<file path="config.mk">
export PLATFORM = sky130hd
export DESIGN_NAME = pc_ctrl_flat
export DESIGN_NICKNAME = d
export VERILOG_FILES = /design/src/rtl/pc_ctrl_if.sv /design/src/rtl/pc_ctrl.sv /design/src/flat_wrapper.sv
export SDC_FILE = /design/constraint.sdc
export NUM_CORES = 1
export LEC_CHECK = 0
export ABC_AREA = 1
export BUFFER_PORTS_ARGS = -buffer_cell sky130_fd_sc_hd__buf_2
export CAP_MARGIN = 20
export CORE_MARGIN = 5
export CORE_UTILIZATION = 39
export DETAILED_ROUTE_END_ITERATION = 10
export HOLD_SLACK_MARGIN = 0.05
export PLACE_DENSITY = 0.72
export SYNTH_ARGS = -nofsm -noshare
export SYNTH_HDL_FRONTEND = slang
export SYNTH_SLANG_ARGS = --single-unit
</file>
<file path="constraint.sdc">
create_clock -name clk -period 2 [get_ports clk]
set_input_delay 0.4 -clock clk [delete_from_list [all_inputs] [get_ports clk]]
set_output_delay 0.4 -clock clk [all_outputs]
set_load 0.01 [all_outputs]
</file>
<file path="src/rtl/pc_ctrl_if.sv">
// Signal bundle between the rv32i datapath/pc register and the next-PC sequencer.
// The slave side is the sequencer; the master side is whatever drives it.
interface pc_ctrl_if;
   logic [31:0] pc_in;
   logic        stall;
   logic        branch_taken;
   logic [31:0] branch_target;
   logic        jump;
   logic [31:0] jump_target;
   logic        halt_req;
   logic [31:0] next_pc;
   logic        trap;
   logic [31:0] epc;
   logic [3:0]  cause;
   logic        halted;
   logic        booting;
   logic [31:0] instret;

   modport slave (
      input  pc_in, stall, branch_taken, branch_target, jump, jump_target, halt_req,
      output next_pc, trap, epc, cause, halted, booting, instret
   );

   modport master (
      output pc_in, stall, branch_taken, branch_target, jump, jump_target, halt_req,
      input  next_pc, trap, epc, cause, halted, booting, instret
   );
endinterface

</file>
<file path="src/rtl/pc_ctrl.sv">
// Next-PC sequencer: boot hold, redirect arbitration with misalignment traps,
// stall/halt handling and retired-instruction counting.
module pc_ctrl #(
   parameter logic [31:0] RESET_VEC   = 32'h0000_0000,
   parameter logic [31:0] TRAP_VEC    = 32'h0000_0100,
   parameter int          BOOT_CYCLES = 4
) (
   input  logic        clk,
   input  logic        reset,
   pc_ctrl_if.slave    bus
);

   localparam logic [7:0] LP_BOOT_LAST = 8'(BOOT_CYCLES - 1);

   typedef enum logic [1:0] {
      ST_BOOT = 2'd0,
      ST_RUN  = 2'd1,
      ST_HALT = 2'd2
   } state_t;

   state_t      r_state;
   state_t      w_state_next;
   logic [7:0]  r_boot_cnt;
   logic [7:0]  w_boot_cnt_next;
   logic [31:0] r_epc;
   logic [3:0]  r_cause;
   logic [31:0] r_instret;

   logic [31:0] w_next_pc;
   logic        w_trap;
   logic        w_retire;
   logic        w_redirect;
   logic [31:0] w_candidate;

   // jump outranks branch when both are asserted
   assign w_redirect  = bus.jump | bus.branch_taken;
   assign w_candidate = bus.jump ? bus.jump_target : bus.branch_target;

   always_comb begin
      w_state_next    = r_state;
      w_boot_cnt_next = r_boot_cnt;
      w_next_pc       = RESET_VEC;
      w_trap          = 1'b0;
      w_retire        = 1'b0;
      case (r_state)
         ST_BOOT: begin
            w_next_pc = RESET_VEC;
            if (r_boot_cnt == LP_BOOT_LAST) begin
               w_state_next = ST_RUN;
            end else begin
               w_boot_cnt_next = r_boot_cnt + 8'd1;
            end
         end
         ST_RUN: begin
            if (bus.halt_req) begin
               w_next_pc    = bus.pc_in;
               w_state_next = ST_HALT;
            end else if (bus.stall) begin
               w_next_pc = bus.pc_in;
            end else if (w_redirect) begin
               if (w_candidate[1:0] != 2'b00) begin
                  w_next_pc = TRAP_VEC;
                  w_trap    = 1'b1;
               end else begin
                  w_next_pc = w_candidate;
                  w_retire  = 1'b1;
               end
            end else begin
               w_next_pc = bus.pc_in + 32'd4;
               w_retire  = 1'b1;
            end
         end
         ST_HALT: begin
            w_next_pc = bus.pc_in;
         end
         default: begin
            w_next_pc    = RESET_VEC;
            w_state_next = ST_BOOT;
         end
      endcase
   end

   always_ff @(posedge clk or negedge reset) begin
      if (!reset) begin
         r_state    <= ST_BOOT;
         r_boot_cnt <= 8'd0;
         r_epc      <= 32'd0;
         r_cause    <= 4'd0;
         r_instret  <= 32'd0;
      end else begin
         r_state    <= w_state_next;
         r_boot_cnt <= w_boot_cnt_next;
         if (w_trap) begin
            r_epc   <= bus.pc_in;
            r_cause <= 4'd0;
         end
         if (w_retire) begin
            r_instret <= r_instret + 32'd1;
         end
      end
   end

   assign bus.next_pc = w_next_pc;
   assign bus.trap    = w_trap;
   assign bus.epc     = r_epc;
   assign bus.cause   = r_cause;
   assign bus.halted  = (r_state == ST_HALT);
   assign bus.booting = (r_state == ST_BOOT);
   assign bus.instret = r_instret;

endmodule

</file>
<file path="src/flat_wrapper.sv">
// flat-port wrapper written by rule: the top's interface ports become plain ports
module pc_ctrl_flat 
#(
   parameter logic [31:0] RESET_VEC   = 32'h0000_0000,
   parameter logic [31:0] TRAP_VEC    = 32'h0000_0100,
   parameter int          BOOT_CYCLES = 4
)
  (clk, reset, bus_pc_in, bus_stall, bus_branch_taken, bus_branch_target, bus_jump, bus_jump_target, bus_halt_req, bus_next_pc, bus_trap, bus_epc, bus_cause, bus_halted, bus_booting, bus_instret);
  pc_ctrl_if bus_i ();
  input  logic clk;
  input  logic reset;
  input wire logic [$bits(bus_i.pc_in)-1:0] bus_pc_in;
  input wire logic [$bits(bus_i.stall)-1:0] bus_stall;
  input wire logic [$bits(bus_i.branch_taken)-1:0] bus_branch_taken;
  input wire logic [$bits(bus_i.branch_target)-1:0] bus_branch_target;
  input wire logic [$bits(bus_i.jump)-1:0] bus_jump;
  input wire logic [$bits(bus_i.jump_target)-1:0] bus_jump_target;
  input wire logic [$bits(bus_i.halt_req)-1:0] bus_halt_req;
  output wire logic [$bits(bus_i.next_pc)-1:0] bus_next_pc;
  output wire logic [$bits(bus_i.trap)-1:0] bus_trap;
  output wire logic [$bits(bus_i.epc)-1:0] bus_epc;
  output wire logic [$bits(bus_i.cause)-1:0] bus_cause;
  output wire logic [$bits(bus_i.halted)-1:0] bus_halted;
  output wire logic [$bits(bus_i.booting)-1:0] bus_booting;
  output wire logic [$bits(bus_i.instret)-1:0] bus_instret;
  assign bus_i.pc_in = bus_pc_in;
  assign bus_i.stall = bus_stall;
  assign bus_i.branch_taken = bus_branch_taken;
  assign bus_i.branch_target = bus_branch_target;
  assign bus_i.jump = bus_jump;
  assign bus_i.jump_target = bus_jump_target;
  assign bus_i.halt_req = bus_halt_req;
  assign bus_next_pc = bus_i.next_pc;
  assign bus_trap = bus_i.trap;
  assign bus_epc = bus_i.epc;
  assign bus_cause = bus_i.cause;
  assign bus_halted = bus_i.halted;
  assign bus_booting = bus_i.booting;
  assign bus_instret = bus_i.instret;
  pc_ctrl #(.RESET_VEC(RESET_VEC), .TRAP_VEC(TRAP_VEC), .BOOT_CYCLES(BOOT_CYCLES)) u_core (.clk(clk), .reset(reset), .bus(bus_i));
endmodule
</file>
======== Yosys cells after proc, flatten, opt, wreduce, memory -nomap -nowiden ========
Cells that the tools add are included.
storage, ports and cells
  register bits ........................... 74
  output and inout bits ................... 103
cells by class
  add/sub/neg operators ................... 3
  equality and inequality tests ........... 5
  mux-type cells .......................... 19
  bitwise operators ....................... 3
  reductions and logical operators ........ 4
operators with widths
  cell                                           count
  two-way mux 32 bit                             5
  one-hot mux 32 bit (2 select lines)            1
  adder 32 x 1 -> 32 bit, second input constant  1
  adder 32 x 3 -> 32 bit, second input constant  1
  two-way mux 1 bit                              10
  adder 8 x 1 -> 8 bit, second input constant    1
  == test 8 x 2 -> 1 bit, second input constant  1
  one-hot mux 2 bit (3 select lines)             1
  two-way mux 2 bit                              2
  AND reduction 3 bit                            1
  == test 2 x 1 -> 1 bit, second input constant  1
  == test 2 bit, second input constant           1
  logical NOT 2 bit                              1
  != test 2 x 1 -> 1 bit, second input constant  1
  != test 2 bit, second input constant           1
  NOT 1 bit                                      2
  AND reduction 2 bit                            1
  nonzero test 2 bit                             1
  OR 1 bit                                       1

======== Depth between registers and ports, before layout ========
  depth after elaboration ................. 7
  depth in mapped cells ................... 11
  depth with buffers taken out ............ 11

======== Worst setup path before layout ========
No wires, ideal clock.
  path kind ............................... flip-flop to output port
  start point ............................. register u_core.r_state[1]
  end point ............................... output bus_next_pc[10]
  data arrival time ....................... 1603 ps
  data required time ...................... 1600 ps
  path slack .............................. -3 ps
  stages on the path, launching flop included .. 11
  path buffers ............................ 2
  path through ............................ dfrtp_1 -> inv_1 -> ha_1 -> inv_2 -> nor3_1 -> nand2_2 -> buf_6 -> buf_6 -> nor2_1 -> nand2_1 -> a21oi_1
between the ends
  word-level cells in the longest chain between the ends .. 2
  elaborated cells between the ends (all ways) .. 3
  classes of those cells .................. 2 x eq/ne; 1 x mux
RTL lines
  what                                                            RTL line            RTL
  start, declared                                                 pc_ctrl.sv:21       state_t r_state;
  start signal, assigned                                          pc_ctrl.sv:91       r_state <= w_state_next;
  == test 2 bit / == test 2 x 1 -> 1 bit (equally long branches)  pc_ctrl.sv:45       case (r_state)
  one-hot mux 32 bit (2 select lines) (*)                         pc_ctrl.sv:45
  end, declared                                                   flat_wrapper.sv:19  output wire logic [$bits(bus_i.next_pc)-1:0] bus_next_pc;
Mark *: on every way between the ends. The rest lies on a longest branch, timed or not.

======== Final worst setup path ========
  start point ............................. register u_core.r_state[1]
  end point ............................... output bus_next_pc[6]
Same word-level chain as after synthesis.

==> summary.txt <==
Run
  • Number of max-capacitance violations reported: 0

Power and ir drop
  • Power per standard cell area: around 1000 nW/um^2
  • Maximum vdd ir drop: 0.685 mV
  • Leakage power: 4.22 nW

Setup path
  • WP data required: 1.60 ns
  • Category of the critical setup timing path: register to output port
  • Startpoint Class: register
  • Slowest stage cell, crit path: sky130_fd_sc_hd__dfrtp_1
  • Worst Setup End Kind: output port
  • Cell class contributing the biggest share of worst-path delay: simple AND/OR/NAND/NOR gates
  • CP max FO: 7
  • Flop2flop setup slack: -0.16 ns
  • Delay contributed by the slowest stage of the critical path: approximately 0.39 ns
  • Crit path cell chain: inv_2, ha_4, inv_4, nor3_4, nand2_4, buf_4, nor2_1, nand2_1, a21oi_2, buf_2
  • Worst path bufs/invs: 4
  • Arrival time of data at the critical path endpoint: 2.03 ns

Synthesis
  • Distinct cell type count after synthesis: 33
  • Synthesized netlist cell count: between 800 and 900
  • Dominant combinational cell family by area after synthesis: simple AND/OR/NAND/NOR gates
  • FF+latch count, synth: 74
  • Portion of netlist area occupied by mux cells: 0%
  • Netlist area before placement: approximately 5400 um^2
  • Post-synthesis share of cell area spent on and, or, nand and nor gates: ~37%
  • Area fraction in compound gates after synthesis: between 10% and 20%
  • Synth Area in Adders: ~1.4%
  • Average size of a mapped cell: around 6.5 um^2
  • Proportion of synthesized chip area in sequential cells: about 34%
  • Synthesis Warnings: 0
  • Xor/xnor share of the synthesized area: about 5.8%

Routing
  • Post-route met1 wirelength: about 8500 um
  • Violation count after the first detailed-routing iteration: between 500 and 600
  • Routed length on met2: approximately 11000 um
  • Count of unresolved DRC violations after routing: 0
  • Total detailed-routing wirelength: between 20000 and 25000 um
  • Number of search-and-repair iterations in the first detailed-routing pass: 5
  • Met3 WL: ~1700 um
  • Detailed-route via count: between 6k and 7k
  • Detailed-route vias per instance: 5.21
  • Top routing layer in use: met4
  • Routed wire length per instance: ~17 um
  • Antenna Violating Nets Remaining: 0

Timing
  • Achievable Freq: ~410 MHz
  • Worst setup slack after layout: -0.429 ns
  • RSZ-0062 raised after global routing: true
  • Final count of hold timing violations: 0
  • Fin. max-slew vios: 0
  • Number of setup violations in the final report: a little under 70
  • Worst clock skew: about 0.0085 ns
  • Post-layout minimum cycle time: between 2 and 2.5 ns
  • Portion of the clock cycle consumed by the worst path in the final layout: 121%

Place
  • Buffers on Ports: 200
  • Global placement routability congestion: between 0.9 and 1
  • Area of placed instances: between 7000 and 8000 um^2
  • Number of placed instances with taps included: between 1k and 1.5k
  • Detailed-placement wirelength estimate: 15600 um

Clock network
  • Root buffer selected by CTS: sky130_fd_sc_hd__clkbuf_16
  • TritonCTS sink count: 74
  • Clock tree from TritonCTS: yes
  • CTS max path bufs: 2
  • Insertion delay of the later-clocked pin in the worst-skew pair: about 0.34 ns
  • Clock input transition at the sequential cells of the worst setup and hold paths: roughly 0.07 ns
  • Number of CTS-inserted buffers: 9
  • H-tree level count: 3

Finish
  • Final Instance Count excl. Fillers: about 1.3k
  • Fraction of final layout cells with drive strength greater than 1: between 30% and 40%
  • Final std cell area, no fill: 8420 um^2
  • Most frequent cells in the layout: sky130_fd_sc_hd__nand2_1 (264), sky130_fd_sc_hd__buf_2 (193), sky130_fd_sc_hd__nor2_1 (100)
  • Antenna diode count: 0
  • Most common cell after layout, fill and taps aside: sky130_fd_sc_hd__nand2_1
  • Nets@finish: about 1.2k
  • Final-layout fill cell count: 1306
  • Signed area change from the synthesized netlist to the final layout: 55.2%

Floorplan
  • Area of the die: ~16000 um^2
  • Initial core utilization: approximately 40%
  • Boundary pin count: 205
  • Standard-cell row count: 43
  • Die H: about 130 um
  • Width of the die: roughly 130 um
  • Floorplan Core Area: about 14000 um^2

GRT
  • Maximum number of pins on one net before global-route repair: 52
  • Global-route wire length before repair: about 32000 um
  • Via count of the first global-routing pass: approximately 6.4k
  • Total congestion overflow after global routing: 0
  • Overall fraction of global-route tracks in use: between 20% and 30%
  • Initial antenna violation count: 0

Run status
  • Failing checks: setup timing
  • Status: complete, but fails checks

Min path
  • Hold WC Path Type: input port to register
final cells by class:
| class | instances | area, um^2 | area share, % |
|---|---|---|---|
| sequential | 74 | 1850 | 22.0 |
| timing repair buffer | 305 | 2130 | 25.3 |
| tap | 180 | 225 | 2.68 |
| multi-input combinational | 662 | 3590 | 42.6 |
| clock inverter | 6 | 65.1 | 0.773 |
| inverter | 76 | 318 | 3.78 |
| clock buffer | 10 | 239 | 2.84 |
worst paths after layout:
path	start	endpoint	cells past startpoint
worst max-delay path	u_core.r_state[1]	bus_next_pc[6]	10
worst min-delay path	bus_pc_in[1]	u_core.bus.epc[1]	3
worst max register to register	u_core.r_state[1]	u_core.bus.epc[4]	15
worst min register to register	u_core.bus.epc[8]	u_core.bus.epc[8]	2
max in group asynchronous	reset	u_core.bus.instret[22]	3
min in group asynchronous	reset	u_core.bus.instret[12]	2
worst reg2reg max path: stages, from the launching register on:
cell                        delay, ns
sky130_fd_sc_hd__dfrtp_1         0.39
sky130_fd_sc_hd__inv_2           0.09
sky130_fd_sc_hd__ha_4            0.17
sky130_fd_sc_hd__inv_4           0.05
sky130_fd_sc_hd__nor3_4          0.18
sky130_fd_sc_hd__buf_4           0.15
sky130_fd_sc_hd__buf_6           0.09
sky130_fd_sc_hd__inv_4           0.03
sky130_fd_sc_hd__buf_6           0.11
sky130_fd_sc_hd__nor2_4          0.13
sky130_fd_sc_hd__buf_6           0.11
sky130_fd_sc_hd__buf_6           0.12
sky130_fd_sc_hd__clkinv_8        0.10
sky130_fd_sc_hd__clkbuf_16       0.20
sky130_fd_sc_hd__nand2_4         0.07
sky130_fd_sc_hd__o21ai_2         0.05
registers in the layout, summed over array words and instances (netlist names):
name,count
u_core.bus.instret,32
u_core.r_state,2
u_core.r_boot_cnt,8
u_core.bus.epc,32
report_power, final:
part | leakage (nW) | total (mW) | switching, mW | internal [mW]
Sequential | 0.937 | 2.43 | 0.464 | 1.96
Clock | 0.149 | 1.69 | 0.687 | 1.00
Combinational | 3.13 | 4.70 | 2.52 | 2.18
what timing repair did:
| action | 4_1_cts | 5_1_grt |
|---|---|---|
| buffers inserted | 12 | 8 |
| setup endpoints to repair | 39 | 69 |
| resized for setup | 69 | 117 |
| hold buffers | 1 | 0 |
| pin swaps | 21 | 16 |
| hold endpoints to repair | 27 | 0 |
| gates cloned | 4 | 8 |
stage by stage:
stage	power, mW	util, %	setup WS, ns	setup TNS [ns]	hold WS, ns
after floorplan	4.02	-	0.00120	0	0.104
after global placement	5.57	51.6	-0.197	-3.24	0.358
after detailed placement	5.62	51.6	-0.299	-4.22	0.360
after CTS	7.92	56.9	-0.333	-8.79	0.315
after global routing	9.25	61.1	-0.527	-19.95	0.343
final	8.81	61.1	-0.429	-15.46	0.328
Yosys cell counts:
library cell	number	share of area (%)
sky130_fd_sc_hd__ha_1	6	1.4
sky130_fd_sc_hd__buf_8	1	0.28
sky130_fd_sc_hd__and2_1	2	0.23
sky130_fd_sc_hd__o21a_1	1	0.14
sky130_fd_sc_hd__o21ai_2	5	0.81
sky130_fd_sc_hd__o22ai_1	26	3.0
sky130_fd_sc_hd__nor2_4	3	0.62
sky130_fd_sc_hd__nor2_2	5	0.58
sky130_fd_sc_hd__o21ai_0	28	2.6
sky130_fd_sc_hd__a21boi_0	1	0.14
sky130_fd_sc_hd__conb_1	1	0.069
sky130_fd_sc_hd__nand2_2	4	0.46
sky130_fd_sc_hd__buf_4	4	0.55
sky130_fd_sc_hd__o22a_1	1	0.16
sky130_fd_sc_hd__xor2_1	26	4.2
sky130_fd_sc_hd__dfrtp_1	74	34
sky130_fd_sc_hd__buf_6	7	1.5
sky130_fd_sc_hd__nand3_2	1	0.18
sky130_fd_sc_hd__inv_2	5	0.35
sky130_fd_sc_hd__inv_1	71	4.9
sky130_fd_sc_hd__nand4_1	5	0.58
sky130_fd_sc_hd__o21ai_1	16	1.5
sky130_fd_sc_hd__buf_2	10	0.92
sky130_fd_sc_hd__xnor2_1	10	1.6
sky130_fd_sc_hd__nand3_1	43	4.0
sky130_fd_sc_hd__nor3_2	1	0.18
sky130_fd_sc_hd__nand3b_1	5	0.69
sky130_fd_sc_hd__nor3_1	12	1.1
sky130_fd_sc_hd__nor2_1	118	8.2
sky130_fd_sc_hd__clkbuf_1	8	0.55
sky130_fd_sc_hd__o211ai_1	1	0.14
sky130_fd_sc_hd__nand2_1	296	20
sky130_fd_sc_hd__a21oi_1	42	3.9
routing by layer:
layer  vias up  global-route usage (%)
met1      3162                    29.1
li1       3255                       -
met5         -                       0
met3        74                    5.13
met4         0                    12.6
met2       346                    43.1
cells by family after synthesis:
group,Yosys count
simple gates,495
compound gates,121
fa+ha+maj,6
flops,74
xor+xnor,36
buf+inv,106
other cells,1
No activity file was read; power rests on OpenSTA's default activity.
